$ cat src/rtl/dsp_seq.sv
// dsp_seq: sequencer and result reader for one systolic DSP MAC cell.
// Optional build macro DSP_SEQ_RES_SKID_EN: a 2-entry result FIFO replaces the HOLD state.
module dsp_seq #(
  parameter int LEN_W = 8
) (
  input  logic             clk,
  input  logic             rst,
  input  logic             start,
  input  logic [LEN_W-1:0] vec_len,
  input  logic             in_valid,
  output logic             in_ready,
  input  logic [15:0]      a_in,
  input  logic [15:0]      b_in,
  output logic [15:0]      a_value,
  output logic [15:0]      b_value,
  output logic             aen,
  output logic             ben,
  output logic             men,
  output logic             sen,
  output logic             sreset,
  input  logic             sat,
  input  logic [15:0]      s_out,
  output logic             res_valid,
  input  logic             res_ready,
  output logic [15:0]      res_data,
  output logic             res_sat,
  output logic             busy
);

  typedef enum logic [1:0] {
    IDLE  = 2'd0,
    RUN   = 2'd1,
    DRAIN = 2'd2,
    HOLD  = 2'd3
  } state_t;

  state_t           state;
  state_t           state_nx;
  logic [LEN_W-1:0] len_q;
  logic [LEN_W-1:0] cnt_q;
  logic             v1;
  logic             l1;
  logic             v2;
  logic             l2;
  logic             accept;
  logic             last;
  logic             take;
  logic             zero_len;
  logic             fin;
  logic             pop;

  assign a_value  = a_in;
  assign b_value  = b_in;
  assign accept   = in_valid & in_ready;
  assign last     = accept & (cnt_q == len_q - LEN_W'(1));
  assign zero_len = (vec_len == '0);
  assign fin      = v2 & l2;
  assign pop      = res_valid & res_ready;

`ifdef DSP_SEQ_RES_SKID_EN
  // Results land in the FIFO, so the FSM never parks in HOLD.
  localparam state_t RESULT_STATE = IDLE;

  logic [16:0] fifo_mem [2];
  logic        wr_ptr;
  logic        rd_ptr;
  logic [1:0]  fifo_cnt;
  logic        push;
  logic [16:0] push_data;

  // Outside IDLE one result is always in flight, so only IDLE needs the room check.
  assign take      = (state == IDLE) & start & (fifo_cnt < 2'd2);
  assign push      = (take & zero_len) | ((state == DRAIN) & fin);
  assign push_data = (state == DRAIN) ? {sat, s_out} : '0;

  always_ff @(posedge clk or posedge rst) begin
    if (rst) begin
      fifo_mem[0] <= '0;
      fifo_mem[1] <= '0;
      wr_ptr      <= 1'b0;
      rd_ptr      <= 1'b0;
      fifo_cnt    <= '0;
    end else begin
      if (push) begin
        fifo_mem[wr_ptr] <= push_data;
        wr_ptr           <= ~wr_ptr;
      end
      if (pop) rd_ptr <= ~rd_ptr;
      case ({push, pop})
        2'b10:   fifo_cnt <= fifo_cnt + 2'd1;
        2'b01:   fifo_cnt <= fifo_cnt - 2'd1;
        default: fifo_cnt <= fifo_cnt;
      endcase
    end
  end

  assign res_data = fifo_mem[rd_ptr][15:0];
  assign res_sat  = fifo_mem[rd_ptr][16];
`else
  localparam state_t RESULT_STATE = HOLD;

  logic [15:0] data_q;
  logic        sat_q;

  assign take = (state == IDLE) & start;

  always_ff @(posedge clk or posedge rst) begin
    if (rst) begin
      data_q <= '0;
      sat_q  <= 1'b0;
    end else if (take & zero_len) begin
      data_q <= '0;
      sat_q  <= 1'b0;
    end else if ((state == DRAIN) & fin) begin
      data_q <= s_out;
      sat_q  <= sat;
    end
  end

  assign res_data = data_q;
  assign res_sat  = sat_q;
`endif

  always_ff @(posedge clk or posedge rst) begin
    if (rst) state <= IDLE;
    else     state <= state_nx;
  end

  always_comb begin
    state_nx = state;
    unique case (state)
      IDLE: begin
        if (take & ~zero_len) state_nx = RUN;
        else if (take)        state_nx = RESULT_STATE;
      end
      RUN:   if (last) state_nx = DRAIN;
      DRAIN: if (fin)  state_nx = RESULT_STATE;
      HOLD:  if (pop)  state_nx = IDLE;
    endcase
  end

  // The cell sees the final beat as sreset instead of sen, two cycles after its accept.
  always_ff @(posedge clk or posedge rst) begin
    if (rst) begin
      len_q <= '0;
      cnt_q <= '0;
      v1    <= 1'b0;
      l1    <= 1'b0;
      v2    <= 1'b0;
      l2    <= 1'b0;
    end else begin
      if (take) begin
        len_q <= vec_len;
        cnt_q <= '0;
      end else if (accept) begin
        cnt_q <= cnt_q + LEN_W'(1);
      end
      v1 <= accept;
      l1 <= last;
      v2 <= v1;
      l2 <= l1;
    end
  end

  always_comb begin
    in_ready = (state == RUN);
    aen      = in_valid & (state == RUN);
    ben      = in_valid & (state == RUN);
    men      = v1;
    sen      = v2 & ~l2;
    sreset   = v2 & l2;
    busy     = (state != IDLE);
`ifdef DSP_SEQ_RES_SKID_EN
    res_valid = (fifo_cnt != 2'd0);
`else
    res_valid = (state == HOLD);
`endif
  end

endmodule

$ cat config.mk
export PLATFORM = sky130hd
export DESIGN_NAME = dsp_seq
export DESIGN_NICKNAME = d
export VERILOG_FILES = /design/src/rtl/dsp_seq.sv
export SDC_FILE = /design/constraint.sdc
export NUM_CORES = 1
export LEC_CHECK = 0
export ABC_AREA = 1
export CELL_PAD_IN_SITES_DETAIL_PLACEMENT = 0
export CELL_PAD_IN_SITES_GLOBAL_PLACEMENT = 1
export CORE_MARGIN = 2
export CORE_UTILIZATION = 27
export CTS_BUF_LIST = sky130_fd_sc_hd__clkbuf_16
export CTS_CLUSTER_DIAMETER = 80
export CTS_CLUSTER_SIZE = 20
export DETAILED_ROUTE_END_ITERATION = 8
export MAX_ROUTING_LAYER = met4
export PLACE_DENSITY = 0.9
export RECOVER_POWER = 50
export SLEW_MARGIN = 20
export SYNTH_ARGS = -nofsm -noshare
export SYNTH_HDL_FRONTEND = slang
export SYNTH_SLANG_ARGS = --single-unit
$ cat constraint.sdc
create_clock -name clk -period 2.1 [get_ports clk]
set_clock_uncertainty 0.15 [all_clocks]
set_input_delay 0.42 -clock clk [delete_from_list [all_inputs] [get_ports clk]]
set_output_delay 0.42 -clock clk [all_outputs]
set_load 0.03 [all_outputs]
==> qor.txt, run 1 <==
Clock Tree Root: clkbuf_16
Initial core utilization: 28.0%
Count of final setup violators: 0
Power Dens Cells: 1030 mW/mm^2
TritonCTS clock tree: built
Vias per cell: 4.37
Final RePlAce weighted congestion: 0.879
Hold buffers post-CTS: 0
Io pins: 119
Worst-Margin Slew: 0.953 ns
H-Tree Depth: 2
Diode count: 0
Setup slack, reg-to-reg: 0.21 ns
Share of cells above drive strength 1: 13.8%
Syn_nets: 368
Final hold viol count: 0
Final design utilization: 35.6%
FF-to-FF path depth: 13
CP cell instances: ha_2 -> buf_4 -> nand2_2 -> inv_2 -> buf_4 -> buf_4
Buffers on Ports: 54
Flops & latches, synth: 39
Asr flop ratio synth: 100%
Final setup margin: 0.0741 ns
R2r startpoint: len_q[1]$_DFFE_PP0P_
Aggregate routed wire length: 5250 um
Worst slack at placement: 0.0369 ns
Max FO, Critical Path: 3
Post-synth EDFFs: 0
Die height: 96.6 um
Clock-pin transition on the worst setup and hold timing paths: 0.06 ns
Most used cell along the critical path: buf_4
Row Count: 33
Crit path DAT: 1.46 ns
First-pass GRT wire length: 8750 um
NetSw: 1200 uW
RR Endpoint: state[1]$_DFFE_PP0P_
Max-cap violations: 0
Largest net degree at the start of global routing: 40
Combinational power share: 42.3%
Internal power: 1840 uW
Slowest cell delay on critical path: 0.40 ns
Setup CP Type: register to output pin
CP Capture Type: output pin
Die X: 96.6 um
CTS sink cnt: 39
CP Data Required Time: 1.53 ns
Hold Crit Depth: 0
Leakage power: 0.00147 uW
DRC: 0
Routed length per placed instance: 12.0 um
DIE AREA: 0.00933 mm^2
Hold slack: 0.205 ns
Sw frac: 39.5%
CTS max path bufs: 2
Syn-to-layout area delta: 26.9%
HP Start: l1$_DFF_PP0_
Vias post-DR: 1,915
Synth warn: 0
CORE AREA: 0.00826 mm^2
Mapped Area: 0.00231 mm^2
Unique masters post-synth: 28
Sequential area share after synthesis: 42.2%
Post-Syn Instances: 299
Hold Path Class: register to register
WHS Endpoint: l2$_DFF_PP0_
GR Overflow Total: 0
Crit path launch type: register
Synth area leaders: dfrtp_1, nand2_1, buf_4
Slew Limit Fails: 0
Seq pwr share: 33.9%
Area share of the largest cell type after synthesis: 42.2%
Post-DP HPWL: 4040 um
Final non-filler cell area: 0.00294 mm^2
Placed Instance Area: 0.00279 mm^2
Clk_lat worst skew: 0.28 ns
Overall power: 3040 uW
FILL cells: 863
Fmax: 494 MHz
Synth Area per Inst: 7.74 um^2
Largest area contributor in the netlist: dfrtp_1
Vias in the first global route: 1,932
Post-layout net count: 401
Tmin final: 2.03 ns
Ys flop type: dfrtp_1
Gr usage total: 12.2%
CTS Buf Count: 5
DR iter-0 viols: 97
Max-slew headroom: 36.5%
Initial antenna violation count: 0
Post-route ant nets: 0
Slowest cell on the critical path: dfrtp_1
Outcome: completed
Max IR drop VDD: 0.615 mV
Period utilisation layout: 96.5%
Clock share of power: 23.8%
1st-pass router iterations: 6
## power groups by stage
stage | Combinational, uW | Clock, uW | Sequential (uW)
5_1_grt | 1480 | 764 | 1050
4_1_cts | 1280 | 734 | 1030
2_1_floorplan | 1020 | 0 | 1030
6_report | 1290 | 722 | 1030
3_5_place_dp | 1270 | 0 | 1050
3_3_place_gp | 1240 | 0 | 1040
## registers in the layout, indices dropped and copies added (netlist names)
signal    count
res_data     16
cnt_q         8
len_q         8
state         2
l1            1
l2            1
men           1
res_sat       1
v2            1
## placed cells by master, fill, tap and decap left out, types with 3 or more instances in the layout
cell type        instances
a21oi_1                  5
buf_4                   11
clkbuf_16                5
clkdlybuf4s50_1         47
clkinv_1                 3
dfrtp_1                 39
dlygate4sd2_1            3
ha_1                     5
inv_1                   28
inv_2                    8
nand2_1                 70
nand2_2                  6
nand3_1                 45
nand4_1                  3
nor2_1                  19
nor2_2                   3
o21ai_0                 10
## how the worst max path moves through the flow
stage,from,endpoint,slack (ns)
floorplan,state[1]$_DFFE_PP0P_,state[0]$_DFFE_PP0P_,0.07
global placement,in_valid,state[0]$_DFFE_PP0P_,0.07
detailed placement,in_valid,state[1]$_DFFE_PP0P_,0.04
CTS,state[0]$_DFFE_PP0P_,busy,0.01
global route,state[1]$_DFFE_PP0P_,ben,-0.0002
finish,state[0]$_DFFE_PP0P_,ben,0.07
## worst max-delay path, delay by kind of cell, from the launching register on
kind,cells,cell delay (ns)
buf+inv,4,0.49
flops,1,0.40
fa+ha+maj,1,0.20
simple gates,1,0.08
## cells in the mapped netlist, types with 3 or more instances
cell type / instances
buf_4: 33
nand3_1: 45
inv_2: 7
buf_2: 4
dfrtp_1: 39
nor2_2: 3
nor2_1: 19
a21oi_1: 5
ha_1: 7
nand4_1: 3
nand2_1: 70
o21ai_0: 10
inv_1: 28
clkinv_1: 3
nand2_2: 6
## metrics by stage
step                std cells  setup TNS (ns)
detailed placement        428               0
floorplan                 299               0
finish                    438               0
CTS                       437               0
global route              438       -0.000236
global placement          428               0
## layer usage
metal | vias up | track usage, % | share of wire (%)
met5 | - | - | 0
met4 | 0 | 5.63 | 2.7
met3 | 23 | 1.63 | 4.3
met2 | 54 | 20.6 | 51
met1 | 861 | 14.4 | 42
li1 | 977 | - | -
## cells by family (layout without fill, tap and decap cells)
| group | after synthesis | count (layout) | synth area share [%] |
|---|---|---|---|
| buffers and inverters | 77 | 111 | 18.1 |
| adder cells (fa/ha/maj) | 7 | 7 | 3.78 |
| flip-flops | 39 | 39 | 42.2 |
| AO/OA/AOI/OAI | 19 | 19 | 4.27 |
| AND/OR/NAND/NOR | 154 | 154 | 30.6 |
| XOR/XNOR | 3 | 3 | 1.14 |
## cell type report
type                       instances  area [um^2]  area share [%]
inverter                          38          143            4.86
clock inverter                     3         16.3           0.554
timing repair buffer              65          619            21.1
multi-input combinational        183          926            31.5
clock buffer                       5          125            4.26
tap                              105          131            4.47
sequential                        39          976            33.2
## what timing repair did
item                                    4_1_cts  5_1_grt
resized for setup                             4        4
endpoints found under the setup margin        6        5
pin swaps                                     0        0
buffers inserted                              1        1
gates cloned                                  0        0
Note: power is estimated with default switching activity, not from simulation.
==> inputs of run 2 (changes only) <==
- CORE_MARGIN: 2 -> 5
==> qor.txt, run 2 (synthesized netlist as in run 1, its figures left out) <==
DIE AREA: 0.0105 mm^2
RSZ-0062 raised after global routing: false
CTS sink cnt: 39
Top Usage Layer GRT: met2
Largest net degree at the start of global routing: 40
WP buf/inv: 1
Clk_lat worst skew: 0.28 ns
Clock share of power: 24.0%
Power Dens Cells: 1030 mW/mm^2
Post-DP HPWL: 4040 um
Buffers on Ports: 54
First-pass GRT wire length: 8650 um
Hold Path Class: register to register
Vias in the first global route: 1,867
Overall power: 3020 uW
Crit path DAT: 1.45 ns
Tmin final: 2.02 ns
1st-pass router iterations: 4
Internal power: 1820 uW
CP Data Required Time: 1.53 ns
Diode count: 0
NetSw: 1210 uW
Leakage power: 0.00147 uW
Syn-to-layout area delta: 26.7%
Outcome: completed
Die X: 103 um
Routed length per placed instance: 12.2 um
Max-slew headroom: 35.5%
Final setup margin: 0.0823 ns
Row Count: 33
Fin Setup TNS: 0 ns
Initial antenna violation count: 0
Clock-pin transition on the worst setup and hold timing paths: 0.06 ns
DRC: 0
Post-route ant nets: 0
Max FO, Critical Path: 2
Grt met2 use: 17.5%
H-Tree Depth: 2
CTS max path bufs: 2
Crit path launch type: register
Clock Tree Root: clkbuf_16
DR iter-0 viols: 108
CP cell instances: nor2_1 -> clkdlybuf4s50_1
Die height: 103 um
Count of final setup violators: 0
Post-layout net count: 398
Aggregate routed wire length: 5290 um
Final RePlAce weighted congestion: 0.842
Sw frac: 39.9%
Slowest cell on the critical path: clkdlybuf4s50_1
Met3 Resource Use GR: 1.89%
Most common cell after layout, fill and taps aside: nand2_1
Io pins: 119
Period utilisation layout: 96.1%
Fmax: 496 MHz
Max reg flops: 16
Crit-path leading delay family: buffers and inverters
Worst slack at placement: 0.0586 ns
Highest-count cells in the layout ignoring fill and taps: nand2_1, clkdlybuf4s50_1, nand3_1
Initial core utilization: 27.9%
Combinational power share: 41.4%
TritonCTS clock tree: built
Max IR drop VDD: 0.738 mV
Share of cells above drive strength 1: 13.0%
CP Capture Type: output pin
Slew Limit Fails: 0
Gr usage total: 10.7%
Worst-Margin Slew: 0.968 ns
GR Overflow Total: 0
Seq pwr share: 34.6%
Setup CP Type: register to output pin
CORE AREA: 0.00830 mm^2
GRT met1 Usage: 12.6%
Max-cap violations: 0
CTS Buf Count: 5
Vias post-DR: 1,916
Slowest cell delay on critical path: 0.69 ns
Final hold viol count: 0
Vias per cell: 4.40
-- run 2: changes by cell type in the layout (fill, tap and decap cells not counted), sizes merged --
cell | before | now
buf | 12 | 9
-- run 2: what timing repair did --
action / 4_1_cts / 5_1_grt
buffers inserted: 0 / 0
gates resized for setup: 4 / 6
hold buffers: 0 / 0
endpoints found under the setup margin: 4 / 7
-- run 2: stage by stage --
stage	hold slack, ns	util [%]	area (um^2)	std cells
final	0.203	35.3	2930	435
after global routing	0.219	35.3	2930	435
after CTS	0.205	35.2	2920	435
after detailed placement	0.194	33.5	2780	427
after global placement	0.185	33.5	2780	427
after floorplan	0.181	-	2320	299
-- run 2: path summary, 6_finish.rpt --
check | startpoint | to | slack (ns) | cells after the start
max in group asynchronous | rst | cnt_q[5]$_DFFE_PP0P_ | 0.47 | 3
worst max register to register | len_q[0]$_DFFE_PP0P_ | state[0]$_DFFE_PP0P_ | 0.18 | 13
worst max-delay path | l2$_DFF_PP0_ | sen | 0.08 | 2
worst min-delay path | l1$_DFF_PP0_ | l2$_DFF_PP0_ | 0.20 | 0
worst min register to register | l1$_DFF_PP0_ | l2$_DFF_PP0_ | 0.20 | 0
min in group asynchronous | rst | res_data[8]$_DFFE_PP0P_ | 0.73 | 3
-- run 2: power groups by stage --
stage | Combinational (uW) | Clock (uW) | Sequential (uW)
global placement | 1230 | 0 | 1050
detailed placement | 1260 | 0 | 1050
global route | 1430 | 775 | 1070
floorplan | 1020 | 0 | 1030
finish | 1250 | 727 | 1040
CTS | 1250 | 747 | 1040
-- run 2: routing by layer --
metal	wire, um	share of wire (%)	vias up
met5	0	0	-
met4	138	2.6	0
met3	250	4.7	22
met2	2710	51	45
met1	2190	41	881
li1	-	-	968
-- run 2: final cells by class --
cell class,instances,area [um^2]
Tap cell,105,131
Fill cell,840,5370
Clock inverter,3,16.3
Timing Repair Buffer,62,597
Multi-Input combinational cell,183,945
Sequential cell,39,976
Inverter,38,143
Clock buffer,5,125
==> inputs of run 3 (changes only) <==
- PLACE_DENSITY: 0.9 -> not set
- PLACE_DENSITY_LB_ADDON: not set -> 0.3
- TNS_END_PERCENT: not set -> 10
==> qor.txt, run 3 (synthesized netlist as in run 1, its figures left out) <==
Io pins: 119
Period utilisation layout: 97.0%
Tmin final: 2.04 ns
Hold Path Class: register to register
CP Data Required Time: 1.53 ns
Vias in the first global route: 1,801
Buffers on Ports: 54
Vias post-DR: 1,842
Aggregate routed wire length: 5580 um
Post-layout net count: 399
Clk_lat worst skew: 0.28 ns
Largest net degree at the start of global routing: 40
Clock Tree Root: clkbuf_16
Clock-pin transition on the worst setup and hold timing paths: 0.06 ns
Initial core utilization: 27.9%
Post-route ant nets: 0
Syn-to-layout area delta: 26.8%
Count of final setup violators: 0
Gr usage total: 11.0%
Multi-input logic area: 938 um^2
DR iter-0 viols: 61
Max reg flops: 16
Final non-filler cell area: 0.00293 mm^2
TritonCTS clock tree: built
Most common cell after layout, fill and taps aside: nand2_1
Crit path DAT: 1.47 ns
DIE AREA: 0.0105 mm^2
Final RePlAce weighted congestion: 0.775
Leakage power: 0.00146 uW
Row Count: 33
Setup repair bufs after CTS: 0
Setup CP Type: register to output pin
Max-cap violations: 0
Fmax: 491 MHz
CTS Buf Count: 5
Max IR drop VDD: 0.546 mV
Highest-count cells in the layout ignoring fill and taps: nand2_1, clkdlybuf4s50_1, nand3_1
Final hold viol count: 0
Diode count: 0
Outcome: completed
Post-DP HPWL: 4220 um
Slew Limit Fails: 0
H-Tree Depth: 2
Max FO, Critical Path: 2
GR Overflow Total: 0
Fin Setup TNS: 0 ns
Worst-Margin Slew: 1.00 ns
CP Capture Type: output pin
Sequential standard cell area: 976 um^2
1st-pass router iterations: 4
Max-slew headroom: 33.0%
Placed Instance Area: 0.00280 mm^2
Initial antenna violation count: 0
CORE AREA: 0.00830 mm^2
Overall power: 3030 uW
CTS sink cnt: 39
First-pass GRT wire length: 8730 um
Share of cells above drive strength 1: 13.3%
CTS max path bufs: 2
Crit path launch type: register
FILL cells: 889
RSZ-0062 raised after global routing: false
Routed length per placed instance: 12.8 um
DRC: 0
Die X: 103 um
Power Dens Cells: 1030 mW/mm^2
Die height: 103 um
Vias per cell: 4.22
[run 3: cell count changes in the layout (fill, tap and decap cells not counted), sizes merged]
cell  previous run  this run
buf              9        10
[run 3: cell type report]
class	count	area share (%)
inverter	38	4.86
multi-input combinational	183	32.0
sequential	39	33.3
tap	105	4.48
clock inverter	3	0.554
timing repair buffer	63	20.6
clock buffer	5	4.26
[run 3: worst paths after layout]
check | slack, ns | to | depth (start not counted) | from
max | 0.06 | sen | 3 | v2$_DFF_PP0_
min in group asynchronous | 0.74 | res_sat$_DFFE_PP0P_ | 3 | rst
min | 0.20 | l2$_DFF_PP0_ | 0 | l1$_DFF_PP0_
min reg2reg | 0.20 | l2$_DFF_PP0_ | 0 | l1$_DFF_PP0_
max reg2reg | 0.23 | state[0]$_DFFE_PP0P_ | 13 | len_q[0]$_DFFE_PP0P_
max in group asynchronous | 0.44 | state[1]$_DFFE_PP0P_ | 3 | rst
[run 3: metal layers]
metal | routed length (um) | part of all wire [%] | GRT usage (%) | vias up
met2 | 2750 | 49 | 17.6 | 33
met3 | 177 | 3.2 | 1.96 | 9
met5 | 0 | 0 | - | -
met4 | 91 | 1.6 | 5.05 | 0
met1 | 2560 | 46 | 13.6 | 834
li1 | - | - | - | 966
[run 3: timing repair]
action | 4_1_cts | 5_1_grt
hold buffers | 0 | 0
cloned | 0 | 0
hold endpoints to repair | 0 | 0
pin swaps | 0 | 0
gates resized for setup | 4 | 5
setup endpoints to repair | 4 | 5
[run 3: per-stage QoR]
stage	hold WS (ns)	instances	util [%]	worst slack (ns)
floorplan	0.181	299	-	0.0704
global placement	0.188	428	33.8	0.0736
detailed placement	0.186	428	33.8	0.0461
CTS	0.205	436	35.4	0.0285
global route	0.218	436	35.4	0.0120
finish	0.204	436	35.4	0.0638
[run 3: power by group]
part	internal (uW)	switching, uW	total (uW)
Sequential	883	164	1050
Combinational	502	745	1250
Clock	433	298	732
[run 3: worst max-delay path, stage by stage, from the launching register on]
cell and delay, ns:
dfrtp_1 0.36, inv_1 0.04, nor2_1 0.08, clkdlybuf4s50_1 0.70
